File: config.mk
export PLATFORM = sky130hd
export DESIGN_NAME = qpimem_line_xfer
export DESIGN_NICKNAME = d
export VERILOG_FILES = /design/src/rtl/qpimem_pkg.sv /design/src/rtl/qpimem_line_buf.sv /design/src/rtl/qpimem_line_xfer.sv
export SDC_FILE = /design/constraint.sdc
export NUM_CORES = 1
export LEC_CHECK = 0
export CORE_AREA = 10 10 240 242
export DETAILED_ROUTE_END_ITERATION = 8
export DIE_AREA = 0 0 250 252
export PLACE_DENSITY = 0.63
export SETUP_SLACK_MARGIN = 0.2
export SLEW_MARGIN = 15
export SYNTH_ARGS = -nofsm -noshare
export SYNTH_HDL_FRONTEND = slang
export SYNTH_SLANG_ARGS = --single-unit
File: constraint.sdc
create_clock -name clk -period 7.07 [get_ports clk]
set_clock_uncertainty 0.2 [all_clocks]
set_input_delay 2.121 -clock clk [delete_from_list [all_inputs] [get_ports clk]]
set_output_delay 2.121 -clock clk [all_outputs]
set_load 0.1 [all_outputs]
File: src/rtl/qpimem_pkg.sv
// Shared types and widths for the QPI PSRAM line-transfer path.
package qpimem_pkg;

  localparam int unsigned WORD_W = 32;
  localparam int unsigned ADDR_W = 24;

  typedef enum logic [2:0] {
    ST_IDLE      = 3'd0,
    ST_WAIT_IDLE = 3'd1,
    ST_XFER      = 3'd2,
    ST_DRAIN     = 3'd3,
    ST_RESP      = 3'd4
  } state_e;

endpackage

File: src/rtl/qpimem_line_buf.sv
// Line buffer: LINE_WORDS x 32 register file with whole-line load,
// one indexed word write port, indexed word read and flattened read-out.
module qpimem_line_buf
  import qpimem_pkg::*;
#(
  parameter int unsigned LINE_WORDS = 8
) (
  input  logic                                clk,
  input  logic                                load_i,
  input  logic [WORD_W*LINE_WORDS-1:0]        line_i,
  input  logic                                we_i,
  input  logic [$clog2(LINE_WORDS)-1:0]       idx_i,
  input  logic [WORD_W-1:0]                   wdata_i,
  output logic [WORD_W-1:0]                   rdata_o,
  output logic [WORD_W*LINE_WORDS-1:0]        line_o
);

  logic [LINE_WORDS-1:0][WORD_W-1:0] mem_q;

  // Storage: a full-line load wins over a single-word write; no reset needed.
  always_ff @(posedge clk) begin
    if (load_i) begin
      mem_q <= line_i;
    end else if (we_i) begin
      mem_q[idx_i] <= wdata_i;
    end
  end

  assign rdata_o = mem_q[idx_i];
  assign line_o  = mem_q;

endmodule

File: src/rtl/qpimem_line_xfer.sv
// Line-burst engine in front of qpimem_iface: turns whole-line cache
// requests into one do_read/do_write burst, one word per next_byte pulse.
// Optional watchdog abort is compiled in with `define QPI_XFER_TIMEOUT_EN.
module qpimem_line_xfer
  import qpimem_pkg::*;
#(
  parameter int unsigned LINE_WORDS     = 8,
  parameter int unsigned TIMEOUT_CYCLES = 1024
) (
  input  logic                         clk,
  input  logic                         rst,
  input  logic                         req_valid,
  output logic                         req_ready,
  input  logic                         req_write,
  input  logic [ADDR_W-1:0]            req_addr,
  input  logic [WORD_W*LINE_WORDS-1:0] req_wline,
  output logic                         rsp_valid,
  input  logic                         rsp_ready,
  output logic [WORD_W*LINE_WORDS-1:0] rsp_rline,
  output logic                         rsp_err,
  output logic                         mem_do_read,
  output logic                         mem_do_write,
  output logic [ADDR_W-1:0]            mem_addr,
  output logic [WORD_W-1:0]            mem_wdata,
  input  logic [WORD_W-1:0]            mem_rdata,
  input  logic                         mem_next_byte,
  input  logic                         mem_is_idle
);

  localparam int unsigned IDX_W = $clog2(LINE_WORDS);
  localparam int unsigned CNT_W = IDX_W + 1;
  localparam int unsigned OFF_W = IDX_W + 2;
  localparam logic [ADDR_W-1:0] ALIGN_MASK = ADDR_W'((1 << OFF_W) - 1);
  localparam logic [CNT_W-1:0]  LAST_CNT   = CNT_W'(LINE_WORDS - 1);

  state_e                         state_q, state_d;
  logic [CNT_W-1:0]               cnt_q;
  logic                           write_q;
  logic [ADDR_W-1:0]              addr_q;
  logic                           timeout_c;
  logic                           accept_c;
  logic                           word_ack_c;
  logic [WORD_W-1:0]              buf_word;
  logic [WORD_W*LINE_WORDS-1:0]   buf_line;

  assign accept_c   = (state_q == ST_IDLE) && req_valid;
  assign word_ack_c = (state_q == ST_XFER) && mem_next_byte;

  qpimem_line_buf #(
    .LINE_WORDS (LINE_WORDS)
  ) u_line_buf (
    .clk     (clk),
    .load_i  (accept_c),
    .line_i  (req_wline),
    .we_i    (word_ack_c && !write_q),
    .idx_i   (cnt_q[IDX_W-1:0]),
    .wdata_i (mem_rdata),
    .rdata_o (buf_word),
    .line_o  (buf_line)
  );

`ifdef QPI_XFER_TIMEOUT_EN
  localparam int unsigned WD_W = $clog2(TIMEOUT_CYCLES + 1);

  logic [WD_W-1:0] wdog_q;
  logic            err_q;
  logic            wdog_busy_c;

  assign wdog_busy_c = (state_q == ST_XFER) || (state_q == ST_DRAIN);
  assign timeout_c   = wdog_busy_c && !word_ack_c &&
                       (wdog_q == WD_W'(TIMEOUT_CYCLES - 1));

  // Watchdog: restarts on XFER entry, on every word and after each expiry.
  always_ff @(posedge clk) begin
    if (rst) begin
      wdog_q <= '0;
    end else if (((state_q != ST_XFER) && (state_d == ST_XFER)) ||
                 word_ack_c || timeout_c) begin
      wdog_q <= '0;
    end else if (wdog_busy_c) begin
      wdog_q <= wdog_q + WD_W'(1);
    end
  end

  // Sticky abort flag, reported with the response and dropped when it is taken.
  always_ff @(posedge clk) begin
    if (rst) begin
      err_q <= 1'b0;
    end else if (timeout_c) begin
      err_q <= 1'b1;
    end else if ((state_q == ST_RESP) && rsp_ready) begin
      err_q <= 1'b0;
    end
  end

  assign rsp_err = (state_q == ST_RESP) && err_q;
`else
  logic unused_timeout;

  assign unused_timeout = |TIMEOUT_CYCLES;
  assign timeout_c      = 1'b0;
  assign rsp_err        = 1'b0;
`endif

  // State register.
  always_ff @(posedge clk) begin
    if (rst) begin
      state_q <= ST_IDLE;
    end else begin
      state_q <= state_d;
    end
  end

  // Next-state logic.
  always_comb begin
    state_d = state_q;
    case (state_q)
      ST_IDLE:      if (req_valid) state_d = ST_WAIT_IDLE;
      ST_WAIT_IDLE: if (mem_is_idle) state_d = ST_XFER;
      ST_XFER: begin
        if (timeout_c || (mem_next_byte && (cnt_q == LAST_CNT))) begin
          state_d = ST_DRAIN;
        end
      end
      ST_DRAIN:     if (mem_is_idle || timeout_c) state_d = ST_RESP;
      ST_RESP:      if (rsp_ready) state_d = ST_IDLE;
      default:      state_d = ST_IDLE;
    endcase
  end

  // Request capture and word counter; address is aligned down to the line.
  always_ff @(posedge clk) begin
    if (rst) begin
      cnt_q   <= '0;
      write_q <= 1'b0;
      addr_q  <= '0;
    end else if (accept_c) begin
      cnt_q   <= '0;
      write_q <= req_write;
      addr_q  <= req_addr & ~ALIGN_MASK;
    end else if (word_ack_c) begin
      cnt_q   <= cnt_q + CNT_W'(1);
    end
  end

  // Outputs: strobe drops once the second-to-last word is acknowledged so the
  // iface sees it low on the pulse of the final word.
  always_comb begin
    req_ready    = 1'b0;
    rsp_valid    = 1'b0;
    rsp_rline    = '0;
    mem_do_read  = 1'b0;
    mem_do_write = 1'b0;
    mem_addr     = '0;
    mem_wdata    = '0;
    case (state_q)
      ST_IDLE: req_ready = 1'b1;
      ST_XFER: begin
        mem_addr  = addr_q;
        mem_wdata = buf_word;
        if ((cnt_q < LAST_CNT) && !timeout_c) begin
          mem_do_write = write_q;
          mem_do_read  = !write_q;
        end
      end
      ST_RESP: begin
        rsp_valid = 1'b1;
        rsp_rline = buf_line;
      end
      default: ;
    endcase
  end

endmodule

==> results of run 1 <==
==> cells in the final DEF (no fill, tap or decap), types with 5 or more instances in the layout <==
master / instances
o21ai_0: 5
a21o_1: 8
nand2_1: 581
buf_4: 46
a21o_2: 7
clkinv_2: 8
mux4_2: 30
a31oi_1: 18
and2_1: 275
dfxtp_1: 24
o22a_1: 10
nand2b_1: 30
a22oi_1: 23
nand3_1: 266
clkdlybuf4s50_1: 616
clkbuf_1: 8
a21oi_1: 32
conb_1: 6
and3b_1: 6
clkinv_1: 5
nor2_1: 10
diode_2: 7
or3b_2: 8
edfxtp_1: 256
mux2i_1: 47
clkbuf_16: 37
==> final cells by class <==
class | count | area (um^2)
clock buffer | 45 | 955.9
multi-input combinational | 1389 | 7729
clock inverter | 17 | 135.1
antenna | 7 | 17.52
sequential | 283 | 8239
timing repair buffer | 664 | 6551
tap | 688 | 860.8
fill | 4909 | 27950
inverter | 2 | 7.507
==> flip-flops by register name (all words and copies together), names as in the netlist <==
signal and flops:
addr_q 19, u_line_buf.line_o 256, write_q 1, state_q 3, cnt_q 4
==> tightest hold or removal path, cell delays in order (launching register included) <==
cell,delay (ns)
dfxtp_1,0.30
nand2_1,0.05
a21oi_1,0.05
==> final timing paths <==
kind                                                          to  slack [ns]  cells past startpoint
worst min register to register           addr_q[19]$_SDFFE_PP0P_        0.26                      2
worst max register to register  u_line_buf.line_o[119]$_DFFE_PP_        3.14                      4
worst min-delay path                     addr_q[19]$_SDFFE_PP0P_        0.26                      2
worst max-delay path                               mem_wdata[18]        0.83                      4
==> power by group <==
| group | total, mW | internal (mW) | switching, mW |
|---|---|---|---|
| Sequential | 2.12 | 2.03 | 0.0903 |
| Clock | 1.77 | 1.03 | 0.740 |
| Combinational | 0.883 | 0.313 | 0.570 |
| Total | 4.77 | 3.37 | 1.40 |
==> layer usage <==
layer  global-route usage  up-vias  wire length [um]
met4              0.09105        4              2789
met1               0.2970     7954             32210
li1                     -     7325                 -
met2               0.4182      922             39960
met5                    0        -                34
met3              0.05966      162              7088
==> kinds of logic after synthesis <==
logic type | count (synthesis)
xor+xnor | 2
fa+ha+maj | 1
mux | 77
buf+inv | 204
compound gates | 106
flops | 283
simple gates | 1197
other cells | 1
==> per-stage QoR <==
stage          instance area, um^2  cells
2_1_floorplan                16950   1876
6_report                     24500   3095
3_3_place_gp                 23390   3026
4_1_cts                      24480   3088
5_1_grt                      24500   3095
3_5_place_dp                 23390   3026
==> out/qor.csv, run 1 <==
metric;value;unit
cts_resized;0;
wire_per_inst;26.52;um
ios;636;
postSynthCellCount;1871;
antenna_found_initial;10;
synthTopCellsByArea;edfxtp_1, nand2_1, and2_1;
hold_ws;0.2555;ns
hold_buffers;0;
final_util;0.4671;
syn_area_per_cell;9.051;um^2
synth_top_family_by_area;simple AND/OR/NAND/NOR gates;
nets;2695;
outcome;complete, no violations;
grt_usage;0.2458;
via_per_inst;5.288;
row_count;84;
postCtsSetupRepairBufs;0;
crit_path_end_kind;output pin;
die_h;252;um
gp_congestion;0.8970;
cap_violations;0;
synth_top_cell_by_area;edfxtp_1;
slew_viol_final;0;
cp_top_family;buffers and inverters;
die_w;250;um
ant_nets;0;
yosysTopAreaCellShare;0.4539;
slowest_delay;1.20;ns
yosysMostFrequentCell;nand2_1;
synth_xor_area_frac;0.001034;
drc;0;
path_max_fanout;53;
r2r_start;cnt_q[1]$_SDFFE_PP0P_;
path_cells;nand2b_1 -> o22a_1 -> a31oi_1 -> clkdlybuf4s50_1;
cts_buffers;35;
critPathBufInv;1;
final_hold_viol_count;0;
grt_overflow_total;0;
critPathLaunch;cnt_q[2]$_SDFFE_PP0P_;
power.total;4.775;mW
post-route-period-util;0.8823;
worstSetupStartpointType;flip-flop;
grt_pass1_vias;16410;
power_leakage;9.500;nW
cts_tree;built;
synth_edf_count;256;
path_clk_slew;0.06;ns
start_util;0.3229;
dp_hpwl;56980;um
dr.pass1.iters;5;
synth-adder-area-share;0.0007388;
synth_cell_type_count;41;
syn_to_final_growth;44.65;%
yosysSeqAreaShare;0.4859;
synth-main-ff-cell;edfxtp_1;
hold_path_class;flip-flop to flip-flop;
hp-start;addr_q[19]$_SDFFE_PP0P_;
drt-initial-drc-count;1444;
synthMuxAreaShare;0.06768;
cp.arrival;3.92;ns
ys_ff_latch;283;
fin_tns_setup;0;ns
dieArea;0.06300;mm^2
clkLatencyLatePin;0.53;ns
tightest_slew;1.155;ns
clockRootBuffer;clkbuf_16;
port-buffer-count;624;
fmax;0.1603;GHz
synthArstFlopShare;0;
criticalPathCategory;flip-flop to output pin;
ys.warnings.count;0;
setup_ws;0.8324;ns
htreeDepth;2;
dpl_worst_slack;1.301;ns
cts_max_path_buffers;3;
setup_viol;0;
irDropWorstVdd;0.0001401;V
grt_max_degree;239;
grt_pass1_wl;116100;um
synth_common_cells;nand2_1, and2_1, nand3_1;
fin_crit;6.238;ns
coreArea;0.05245;mm^2
clock_sinks;283;
dr_total_vias;16370;
netlist_area;0.01693;mm^2
crit_path_top_delay_cell;clkdlybuf4s50_1;
worstPathRequired;4.75;ns
rsz0062_at_grt;no;
synth_compound_gate_area_share;0.04108;
drt-total-wl;82080;um
layout-drive-gt1-share;0.06583;
cellPowerDensity;194.9;mW/mm^2
synthSimpleGateAreaFrac;0.3407;
maxSlewHeadroom;0.2276;
Note: power is estimated with default switching activity, not from simulation.
==> run 2: changes to the inputs <==
--- a/config.mk
+++ b/config.mk
@@ -6,6 +6,7 @@
 export NUM_CORES = 1
 export LEC_CHECK = 0
 export CORE_AREA = 10 10 240 242
+export CTS_BUF_LIST = sky130_fd_sc_hd__clkbuf_16
 export DETAILED_ROUTE_END_ITERATION = 8
 export DIE_AREA = 0 0 250 252
 export PLACE_DENSITY = 0.63
==> out/qor.csv, run 2 (synthesis gave the netlist of run 1 again) <==
metric;value;unit;change
outcome;complete, no violations;;unchanged
via_per_inst;5.276;;was 5.288
drt-initial-drc-count;1443;;was 1444
cts_buffers;35;;unchanged
irDropWorstVdd;0.0001408;V;was 0.0001401 V
fmax;0.1605;GHz;was 0.1603 GHz
cts_resized;0;;unchanged
setup_viol;0;;unchanged
die_w;250;um;unchanged
slowest_delay;1.21;ns;was 1.20 ns
layout-drive-gt1-share;0.06583;;unchanged
cts_max_path_buffers;3;;unchanged
cellPowerDensity;194.4;mW/mm^2;was 194.9 mW/mm^2
grt_overflow_total;0;;unchanged
rsz0062_at_grt;no;;unchanged
path_clk_slew;0.06;ns;about the same
r2r_slack;3.13;ns;was 3.14 ns
htreeDepth;2;;unchanged
path_cells;buf_4 -> mux2i_1 -> mux4_2 -> a31oi_1 -> clkdlybuf4s50_1;;was nand2b_1 -> o22a_1 -> a31oi_1 -> clkdlybuf4s50_1
largest_register_ffs;256;;unchanged
grt_pass1_vias;16410;;unchanged
final_hold_viol_count;0;;unchanged
ant_nets;0;;unchanged
postCtsSetupRepairBufs;0;;unchanged
hold_buffers;0;;unchanged
dr_total_vias;16330;;was 16370
coreArea;0.05245;mm^2;unchanged
ios;636;;unchanged
dr.pass1.iters;6;;was 5
power.total;4.761;mW;was 4.775 mW
cap_violations;0;;unchanged
start_util;0.3229;;unchanged
worstSetupStartpointType;flip-flop;;unchanged
path_max_fanout;53;;unchanged
port-buffer-count;624;;unchanged
critPathBufInv;2;;was 1
die_h;252;um;unchanged
wire_per_inst;26.50;um;was 26.52 um
clock_sinks;283;;unchanged
fin_crit;6.230;ns;was 6.238 ns
final_util;0.4671;;unchanged
final_cell_mix;clkdlybuf4s50_1, nand2_1, and2_1, nand3_1, edfxtp_1;;unchanged
maxSlewHeadroom;0.2118;;was 0.2276
slew_viol_final;0;;unchanged
dp_hpwl;56980;um;unchanged
syn_to_final_growth;44.65;%;unchanged
crit_path_top_delay_cell;clkdlybuf4s50_1;;unchanged
row_count;84;;unchanged
dieArea;0.06300;mm^2;unchanged
clkLatencyLatePin;0.53;ns;about the same
hold_ws;0.2545;ns;was 0.2555 ns
cp_top_family;buffers and inverters;;unchanged
crit_path_end_kind;output pin;;unchanged
tightest_slew;1.182;ns;was 1.155 ns
drt-total-wl;82010;um;was 82080 um
nets;2695;;unchanged
cp.arrival;3.91;ns;was 3.92 ns
criticalPathCategory;flip-flop to output pin;;unchanged
final_common_cell;clkdlybuf4s50_1;;unchanged
grt_max_degree;239;;unchanged
gp_congestion;0.8970;;unchanged
grt_pass1_wl;116100;um;unchanged
fin_tns_setup;0;ns;unchanged
grt_usage;0.2458;;unchanged
post-route-period-util;0.8812;;was 0.8823
worstPathRequired;4.75;ns;about the same
cts_tree;built;;unchanged
drc;0;;unchanged
hold_path_class;flip-flop to flip-flop;;unchanged
antenna_found_initial;10;;unchanged
clockRootBuffer;clkbuf_16;;unchanged
power_leakage;9.533;nW;was 9.500 nW
run 2: cell count changes in the layout (fill, tap and decap cells not counted), sizes merged:
cell / delta
inv: +8
clkbuf: -8
run 2: power by group:
group          internal [mW]  switching, mW  total (mW)
Clock                   1.02          0.739        1.76
Sequential              2.03         0.0903        2.12
Combinational          0.313          0.569       0.882
Total                   3.36           1.40        4.76
run 2: final timing paths:
check / from / to / depth (start not counted)
setup / recovery: cnt_q[2]$_SDFFE_PP0P_ / mem_wdata[24] / 5
hold reg to reg: addr_q[19]$_SDFFE_PP0P_ / addr_q[19]$_SDFFE_PP0P_ / 2
hold / removal: addr_q[19]$_SDFFE_PP0P_ / addr_q[19]$_SDFFE_PP0P_ / 2
setup reg to reg: cnt_q[1]$_SDFFE_PP0P_ / u_line_buf.line_o[119]$_DFFE_PP_ / 4
run 2: routing by layer:
| layer | global-route usage | share of wire |
|---|---|---|
| met5 | 0 | 0.00041 |
| met4 | 0.09105 | 0.035 |
| met3 | 0.05966 | 0.088 |
| met2 | 0.4182 | 0.49 |
| met1 | 0.2970 | 0.39 |
run 2: metrics by stage:
| stage | std cells | area, um^2 | worst slack [ns] |
|---|---|---|---|
| after floorplan | 1876 | 16950 | 1.547 |
| after global routing | 3095 | 24500 | 0.6420 |
| after CTS | 3088 | 24480 | 0.7258 |
| after global placement | 3026 | 23390 | 1.390 |
| after detailed placement | 3026 | 23390 | 1.301 |
| final | 3095 | 24500 | 0.8396 |
run 2: layout make-up:
cell class,instances,area (um^2)
inverters,2,7.507
multi-input cells,1389,7729
repair buffers,664,6551
clock buffers,37,925.9
fillers,4909,27950
flip-flops and latches,283,8239
clock inverters,25,165.2
well taps,688,860.8
diodes,7,17.52
run 2: worst min-delay path: stages (launching register included):
cell     delay, ns
dfxtp_1       0.30
nand2_1       0.05
a21oi_1       0.05
